**src/rtl/melody_seq.sv**
```systemverilog
// melody_seq: programmable multi-step note sequencer.
//
// Holds a writable table of DEPTH steps, each {half-period, duration}.
// Playback walks the table from step 0, producing a square wave on `tone`
// for each step (half-period 0 = rest), and either stops or wraps at the end.
//
// Ports:
//   clk_in   system clock
//   rst      synchronous active-high reset (table contents are kept)
//   wr_en    table write strobe; wr_addr/wr_div/wr_dur give the entry
//   start    start or restart playback at step 0
//   stop     abort playback (wins over start)
//   loop     wrap to step 0 at the end of the sequence instead of stopping
//   tone     square-wave output
//   playing  high while playing
//   step     index of the current step
//   done     one-cycle pulse at the end of a non-looping sequence
module melody_seq #(
    parameter int DEPTH = 8,
    parameter int DIV_W = 24,
    parameter int DUR_W = 8,
    parameter int TICK  = 12_000
) (
    input  logic                     clk_in,
    input  logic                     rst,
    input  logic                     wr_en,
    input  logic [$clog2(DEPTH)-1:0] wr_addr,
    input  logic [DIV_W-1:0]         wr_div,
    input  logic [DUR_W-1:0]         wr_dur,
    input  logic                     start,
    input  logic                     stop,
    input  logic                     loop,
    output logic                     tone,
    output logic                     playing,
    output logic [$clog2(DEPTH)-1:0] step,
    output logic                     done
);

    localparam int AW = $clog2(DEPTH);
    localparam int TW = (TICK > 1) ? $clog2(TICK) : 1;
    localparam logic [TW-1:0] TICK_LAST = TW'(TICK - 1);
    localparam logic [AW-1:0] STEP_LAST = AW'(DEPTH - 1);

    typedef enum logic [0:0] {
        ST_IDLE = 1'b0,
        ST_PLAY = 1'b1
    } state_t;

    // Note table; read asynchronously, so a same-edge write is seen only
    // after the edge (a load on that edge picks up the old contents).
    logic [DIV_W-1:0] div_mem_r [DEPTH];
    logic [DUR_W-1:0] dur_mem_r [DEPTH];

    state_t           state_r;
    state_t           state_s;
    logic [DIV_W-1:0] cur_div_r;
    logic [DUR_W-1:0] cur_dur_r;
    logic [DIV_W-1:0] tone_cnt_r;
    logic [TW-1:0]    tick_cnt_r;
    logic [DUR_W-1:0] dur_cnt_r;
    logic [AW-1:0]    step_r;
    logic             tone_r;
    logic             playing_r;
    logic             done_r;

    logic             load_s;
    logic [AW-1:0]    load_addr_s;
    logic             done_s;
    logic [AW-1:0]    next_addr_s;
    logic             entry0_empty_s;
    logic             step_end_s;
    logic             seq_end_s;

    assign tone    = tone_r;
    assign playing = playing_r;
    assign step    = step_r;
    assign done    = done_r;

    // Table write port; no reset so contents survive rst.
    always_ff @(posedge clk_in) begin
        if (wr_en) begin
            div_mem_r[wr_addr] <= wr_div;
            dur_mem_r[wr_addr] <= wr_dur;
        end
    end

    // Step-end and sequence-end detection.
    always_comb begin
        next_addr_s    = step_r + AW'(1);
        entry0_empty_s = (dur_mem_r[0] == '0);
        step_end_s     = (tick_cnt_r == TICK_LAST) &&
                         (dur_cnt_r == (cur_dur_r - DUR_W'(1)));
        // next_addr_s wraps to 0 on the last step, but that case is already
        // caught by the STEP_LAST term.
        seq_end_s      = (step_r == STEP_LAST) || (dur_mem_r[next_addr_s] == '0);
    end

    // Next-state logic: decides when to load a step and when to pulse done.
    always_comb begin
        state_s     = state_r;
        load_s      = 1'b0;
        load_addr_s = '0;
        done_s      = 1'b0;
        case (state_r)
            ST_IDLE: begin
                if (start && !stop) begin
                    if (entry0_empty_s) begin
                        done_s = 1'b1;
                    end else begin
                        state_s = ST_PLAY;
                        load_s  = 1'b1;
                    end
                end else begin
                    state_s = ST_IDLE;
                end
            end
            ST_PLAY: begin
                if (stop) begin
                    state_s = ST_IDLE;
                end else if (start) begin
                    // Restart; an empty entry 0 ends playback like a
                    // non-looping end.
                    if (entry0_empty_s) begin
                        state_s = ST_IDLE;
                        done_s  = 1'b1;
                    end else begin
                        load_s = 1'b1;
                    end
                end else if (step_end_s) begin
                    if (!seq_end_s) begin
                        load_s      = 1'b1;
                        load_addr_s = next_addr_s;
                    end else if (loop && !entry0_empty_s) begin
                        load_s = 1'b1;
                    end else begin
                        state_s = ST_IDLE;
                        done_s  = 1'b1;
                    end
                end else begin
                    state_s = ST_PLAY;
                end
            end
            default: begin
                state_s = ST_IDLE;
            end
        endcase
    end

    // State, step registers, tone and duration counters.
    always_ff @(posedge clk_in) begin
        if (rst) begin
            state_r    <= ST_IDLE;
            cur_div_r  <= '0;
            cur_dur_r  <= '0;
            tone_cnt_r <= '0;
            tick_cnt_r <= '0;
            dur_cnt_r  <= '0;
            step_r     <= '0;
            tone_r     <= 1'b0;
            playing_r  <= 1'b0;
            done_r     <= 1'b0;
        end else begin
            state_r <= state_s;
            done_r  <= done_s;
            if (load_s) begin
                cur_div_r  <= div_mem_r[load_addr_s];
                cur_dur_r  <= dur_mem_r[load_addr_s];
                step_r     <= load_addr_s;
                tone_cnt_r <= '0;
                tick_cnt_r <= '0;
                dur_cnt_r  <= '0;
                tone_r     <= 1'b0;
                playing_r  <= 1'b1;
            end else if (state_s == ST_IDLE) begin
                cur_div_r  <= '0;
                cur_dur_r  <= '0;
                tone_cnt_r <= '0;
                tick_cnt_r <= '0;
                dur_cnt_r  <= '0;
                step_r     <= '0;
                tone_r     <= 1'b0;
                playing_r  <= 1'b0;
            end else begin
                // Square wave: toggle every cur_div clocks; rest holds 0.
                if (cur_div_r == '0) begin
                    tone_cnt_r <= '0;
                    tone_r     <= 1'b0;
                end else if (tone_cnt_r == (cur_div_r - DIV_W'(1))) begin
                    tone_cnt_r <= '0;
                    tone_r     <= ~tone_r;
                end else begin
                    tone_cnt_r <= tone_cnt_r + DIV_W'(1);
                end
                // Duration: count ticks of TICK clocks each.
                if (tick_cnt_r == TICK_LAST) begin
                    tick_cnt_r <= '0;
                    dur_cnt_r  <= dur_cnt_r + DUR_W'(1);
                end else begin
                    tick_cnt_r <= tick_cnt_r + TW'(1);
                end
            end
        end
    end

endmodule

```
**config.mk**
```make
export PLATFORM = sky130hd
export DESIGN_NAME = melody_seq
export DESIGN_NICKNAME = d
export VERILOG_FILES = /design/src/rtl/melody_seq.sv
export SDC_FILE = /design/constraint.sdc
export NUM_CORES = 1
export LEC_CHECK = 0
export ABC_AREA = 1
export CORE_MARGIN = 2
export CORE_UTILIZATION = 38
export DETAILED_ROUTE_END_ITERATION = 7
export PLACE_DENSITY = 0.58
export SETUP_SLACK_MARGIN = 0.3
export SLEW_MARGIN = 40
export SYNTH_ARGS = -nofsm -noshare
export SYNTH_HDL_FRONTEND = slang
export SYNTH_SLANG_ARGS = --single-unit
```
**constraint.sdc**
```tcl
create_clock -name clk_in -period 4.8 [get_ports clk_in]
set_clock_uncertainty 0.2 [all_clocks]
set_input_delay 0.72 -clock clk_in [delete_from_list [all_inputs] [get_ports clk_in]]
set_output_delay 0.72 -clock clk_in [all_outputs]
set_load 0.03 [all_outputs]
```
======== Word level (Yosys, flattened, before mapping) ========
Memories as Yosys holds them, arrays and structs flattened.
Index checks and enable logic that the tools add are counted.
cells by class
  add/sub/neg operators ................... 6
  bitwise gates (word level) .............. 3
  shift-type cells ........................ 0
  reductions and logical operators ........ 13
  div/mod/pow operators ................... 0
  equal/unequal tests ..................... 5
  multiplexer cells ....................... 35
  multiply operators ...................... 0
  magnitude comparators ................... 0
operators by type and width
  operator                                                               count
  24-bit two-way mux                                                     2
  24-bit by 1-bit adder with 24-bit output (second input constant)       1
  24-bit == test                                                         1
  24-bit logical NOT                                                     1
  24-bit by 1-bit subtractor with 24-bit output (second input constant)  1
  1-bit two-way mux                                                      21
  3-bit two-way mux                                                      7
  8-bit logical NOT                                                      2
  8-bit two-way mux                                                      2
  14-bit by 1-bit adder with 14-bit output (second input constant)       1
  14-bit == test (second input constant)                                 1
  8-bit by 1-bit adder with 8-bit output (second input constant)         1
  8-bit == test                                                          1
  4-bit OR reduction                                                     2
  8-bit by 1-bit subtractor with 8-bit output (second input constant)    1
  1-bit case mux with 2 select lines                                     3
  5-bit OR reduction                                                     1
  3-bit by 1-bit adder with 3-bit output (second input constant)         1
  3-bit == test (second input constant)                                  1
  1-bit logical AND                                                      3
  1-bit NOT                                                              3
  3-bit OR reduction                                                     1
  1-bit logical NOT                                                      2
  2-bit by 1-bit != test with 1-bit output (second input constant)       1
  1-bit logical OR                                                       1
storage, ports and cells
  memory bits (writable) .................. 256
  bits in latches ......................... 0
  flip-flop bits (word level) ............. 85
  memories ................................ 2
  word-level logic and storage cells ...... 74
  input port bits ......................... 41
  output and inout port bits .............. 6
  ROM bits ................................ 0
memory list
  name       words  bits a word  read ports  clocked after memory_dff  wr ports  line  source
  div_mem_r  8      24           1           0                         1         51    logic [DIV_W-1:0] div_mem_r [DEPTH];
  dur_mem_r  8      8            3           0                         1         52    logic [DUR_W-1:0] dur_mem_r [DEPTH];

======== Longest topological paths before layout ========
  word-level depth ........................ 11
  depth in mapped cells ................... 20
  gate-level depth less buffers ........... 18

======== Worst setup path before layout ========
OpenSTA, ideal clock, no wires.
  path kind ............................... input to register
  from .................................... in wr_addr[0]
  to ...................................... mem div_mem_r[0][0] (enable)
  library setup time ...................... 0.421 ns
  path buffers ............................ 0
  stages on the path ...................... 3
  arrival ................................. 2.216 ns
  required time ........................... 4.179 ns
  path slack .............................. 1.963 ns
  cell sequence ........................... inv_1 nand2_1 nor2_1
RTL lines
  element      line  source
  from (decl)  27    input logic [$clog2(DEPTH)-1:0] wr_addr,
  to (decl)    51
Straight into the memory's write port.

======== Final worst setup path ========
  from .................................... reg step_r[0] (netlist: step[0])
  to ...................................... reg tick_cnt_r[11]
between the ends
  longest elaborated chain between the ends .. 11
  elaborated cells between the ends (all ways) .. 16
  those cells by class .................... add/sub: 1; eq/ne: 1; mux: 9; bitwise: 1; reduce/logical: 3; memory: 1
RTL lines
  element                                 line  source
  from (decl)                             61    logic [AW-1:0] step_r;
  from (signal assigned)                  168   step_r <= load_addr_s;
  3-bit by 1-bit adder with 3-bit output  89    next_addr_s = step_r + AW'(1);
  memory 8 x 8 bit                        --
  8-bit logical NOT                       95    seq_end_s = (step_r == STEP_LAST) || (dur_mem_r[next_addr_s] == '0);
  1-bit logical OR *                      95
  1-bit two-way mux *                     130   if (!seq_end_s) begin
  1-bit two-way mux                       129   end else if (step_end_s) begin
  1-bit two-way mux                       120   end else if (start) begin
  1-bit two-way mux                       118   if (stop) begin
  1-bit case mux with 2 select lines      104   case (state_r)
  1-bit NOT (no line)                     --
  4-bit OR reduction (no line) *          --
  to (signal assigned)                    199   tick_cnt_r <= tick_cnt_r + TW'(1);
  to (decl)                               59    logic [TW-1:0] tick_cnt_r;
Every way passes the cells marked *; elsewhere a longest branch is shown, timed or not.
A chain may end at the register's enable or synchronous reset.

==> impl_results.md <==
- Die ar.: 0.04307 mm2
- Post-synth top area share: 48.83%
- Main combinational cell family by area after synthesis: simple AND/OR/NAND/NOR gates
- #FFs+latches synth: 341
- Switch Pwr: 1382 uW
- Post-CTS Setup Bufs: 0
- GRT Util Overall: 18.73%
- VDD IR max: 208.5 uV
- Post-route insts no fill: 2,273
- # hold bufs at CTS: 0
- DRT met1 WL: 18,570 um
- Wire length on met2: 18,290 um
- Share of layout cells above drive strength 1: 8.041%
- Initial Util: 38.55%
- Final Hold Fails: 0
- Min Tclk post-route: 3600 ps
- Area growth syn-to-layout: 13.95%
- XOR/XNOR share of the synthesized area: 3.966%
- Post-synth EDFFs: 256
- Core Box Area: 0.04083 mm2
- Top FF cell, synth: edfxtp_1
- DRT antenna net count: 0
- Critical Path Source Type: flip-flop
- Final GP Congestion: 0.8439
- CTS resizes: 0
- R2R Setup Slk: 1200 ps
- Worst Path Required: 5040 ps
- Initial DRC count: 989
- Vias per cell: 5.100
- Initial antenna violation count: 1
- Slew margin rel.: 48.22%
- FILL cells: 3,801
- Root buf cell: clkbuf_16
- Clk sinks: 341
- Clk slew on worst S/H paths: 60 ps
- Static Leak: 0.006892 uW
- DR WL/cell: 17.81 um
- Int Power: 4957 uW
- Largest net degree at the start of global routing: 66
- Mean Syn Cell Area: 9.444 um2
- Register area share after synthesis: 59.64%
- Fmax: 277.8 MHz
- Critical Path Fanout Max: 37
- Clock Latency Late Sink: 530 ps
- Clk buf depth: 3
- H-tree Lvls: 2
- Multiplexer share of the synthesized area: 0%
- Clock power share: 43.5%
- Synth Area in Simple Gates: 28.34%
- Status: finished clean
- Total grt overflow: 0
- Dpl cells: 2,204
- Logic pwr share: 4.7%
- IO Pins: 47
- Final setup fails: 0
- Via count: 11,590
- Dpl hpwl: 25,230 um
- Diode count: 0
- Die width: 207.5 um
- Final WL: 40,480 um
- RSZ-0062 raised after global routing: no
- Syn_nets: 1,716
- WP data arrival: 3840 ps
- Area contributors post-synth: edfxtp_1, dfxtp_1, nand3_1, nand2_1, nor2_1
- First-pass GRT wire length: 63,440 um
- YS warnings: 0
- Post-layout utilization of the core: 43.93%
- Yosys cell types: 42
- Fraction of the mapped netlist area in adder cells: 0.6358%
- Cell taking the most area after synthesis: edfxtp_1
- Drt pass-1 iters: 5
- Post-Synthesis Cells: 1,667
- Period utilisation layout: 75.00%
- Vias in the first global route: 10,960
- DRC viols: 0
- Seq pwr share: 51.8%
- Post-Route Setup TNS: 0 ps
- Max Slew Vio Count: 0
- Die H: 207.5 um
- Fraction of registers with async set or reset after synthesis: 0%
- Num rows: 74
- Power per Cell Area: 353.4 mW/mm2
- Max-cap violations: 0
- Element type at the critical path end: flip-flop
- Nets: 1,761
- CP Class: reg -> reg
- Complex-gate fraction of the synthesized area: 0.9140%
- Switching Fraction: 21.80%
- Worst-Margin Slew: 774.9 ps
- TritonCTS clock tree: done
- Pwr Total: 6339 uW
- Port Buffer Count: 46
- Mapped cell area: 0.01574 mm2
- Met3 wire length: 2823 um
- HP Class: reg -> reg
- Number of buffers created by CTS: 38
- Top routing layer in use: met5
==> state kept, by name (all words and copies together) (netlist names) <==
name	cells
cur_dur_r	8
tick_cnt_r	14
playing	1
step	3
dur_cnt_r	8
tone_cnt_r	24
cur_div_r	24
state_r	1
div_mem_r	192
dur_mem_r	64
done	1
tone	1
==> cells by family (layout without fill, tap and decap cells) <==
logic type / count (synthesis) / in the layout
flip-flops: 341 / 341
XOR/XNOR: 68 / 68
adder cells (fa/ha/maj): 8 / 8
AND/OR/NAND/NOR: 997 / 997
buffers and inverters: 227 / 301
AO/OA/AOI/OAI: 26 / 26
==> worst max-delay path, cell delays in order, from the launching register on <==
cell     delay, ps
dfxtp_2        580
buf_4          430
or2_1          170
nor2_1          50
nand2_1         50
nand3_1        120
nand3_2        120
nand3_2        170
nand3_1        160
nand3_1        140
nor2_4         130
buf_4          500
nand3_2        400
nor3b_1        260
==> Yosys cell counts (13+ instances only) <==
cell type / instances
buf_2: 17
nor3_1: 54
inv_1: 147
clkbuf_1: 24
nor2_2: 25
dfxtp_1: 85
edfxtp_1: 256
xnor2_1: 17
nand2_1: 385
nand4_1: 13
nand3_1: 328
nor2_1: 157
buf_6: 15
xor2_1: 49
==> power groups by stage <==
stage	Sequential [uW]	Clock [uW]	Combinational (uW)
final	3290	2750	300
after detailed placement	3350	0	301
after global routing	3290	2920	338
after global placement	3350	0	295
after CTS	3280	2800	302
after floorplan	3340	0	173
==> final cells by class <==
type | instances | area [um2] | share of cell area (%)
Clock buffer | 50 | 1017 | 5.671
Clock inverter | 19 | 140.1 | 0.7812
Inverter | 158 | 593.1 | 3.306
Multi-Input combinational cell | 1099 | 5414 | 30.18
Sequential cell | 341 | 9390 | 52.35
Tap cell | 532 | 665.6 | 3.711
Timing Repair Buffer | 74 | 718.2 | 4.004
==> metrics by stage <==
stage / setup WS [ps] / hold slack [ps] / cell area, um2
finish: 1200 / 265.8 / 17940
detailed placement: 1204 / 258.7 / 16770
floorplan: 1963 / 230.2 / 15740
global route: 930.3 / 313.7 / 17940
CTS: 1245 / 270.9 / 17930
global placement: 1270 / 245.9 / 16730
==> cell usage in the layout, fill, tap and decap left out, types with 2 or more instances in the layout <==
cell             instances
nand2_1                385
nand3_1                328
edfxtp_1               256
nor2_1                 149
inv_1                  146
dfxtp_1                 84
nor3_1                  54
xor2_1                  49
clkdlybuf4s50_1         46
clkbuf_16               39
nor2_2                  24
buf_4                   23
xnor2_1                 17
nand4_1                 13
inv_2                   11
clkinv_1                11
a21oi_1                 11
clkbuf_1                11
nor2_4                  10
o21ai_0                  8
ha_1                     8
nand2_2                  5
nor3b_1                  5
nor4_1                   5
clkinv_2                 5
nand3b_1                 4
nand3_2                  4
or2_2                    3
buf_8                    3
or2_1                    2
bufinv_16                2
buf_12                   2
==> routing by layer <==
metal | up-vias | GRT usage [%]
met5 | - | 0
met4 | 2 | 4.901
met3 | 72 | 3.177
met2 | 393 | 29.41
met1 | 5454 | 26.88
li1 | 5671 | -
==> final timing paths <==
kind	start	to	cells past startpoint
worst max-delay path	step[0]	tick_cnt_r[11]	13
worst min-delay path	tick_cnt_r[0]	tick_cnt_r[0]	1
worst max register to register	step[0]	tick_cnt_r[11]	13
worst min register to register	tick_cnt_r[0]	tick_cnt_r[0]	1
No activity file was read; power rests on OpenSTA's default activity.
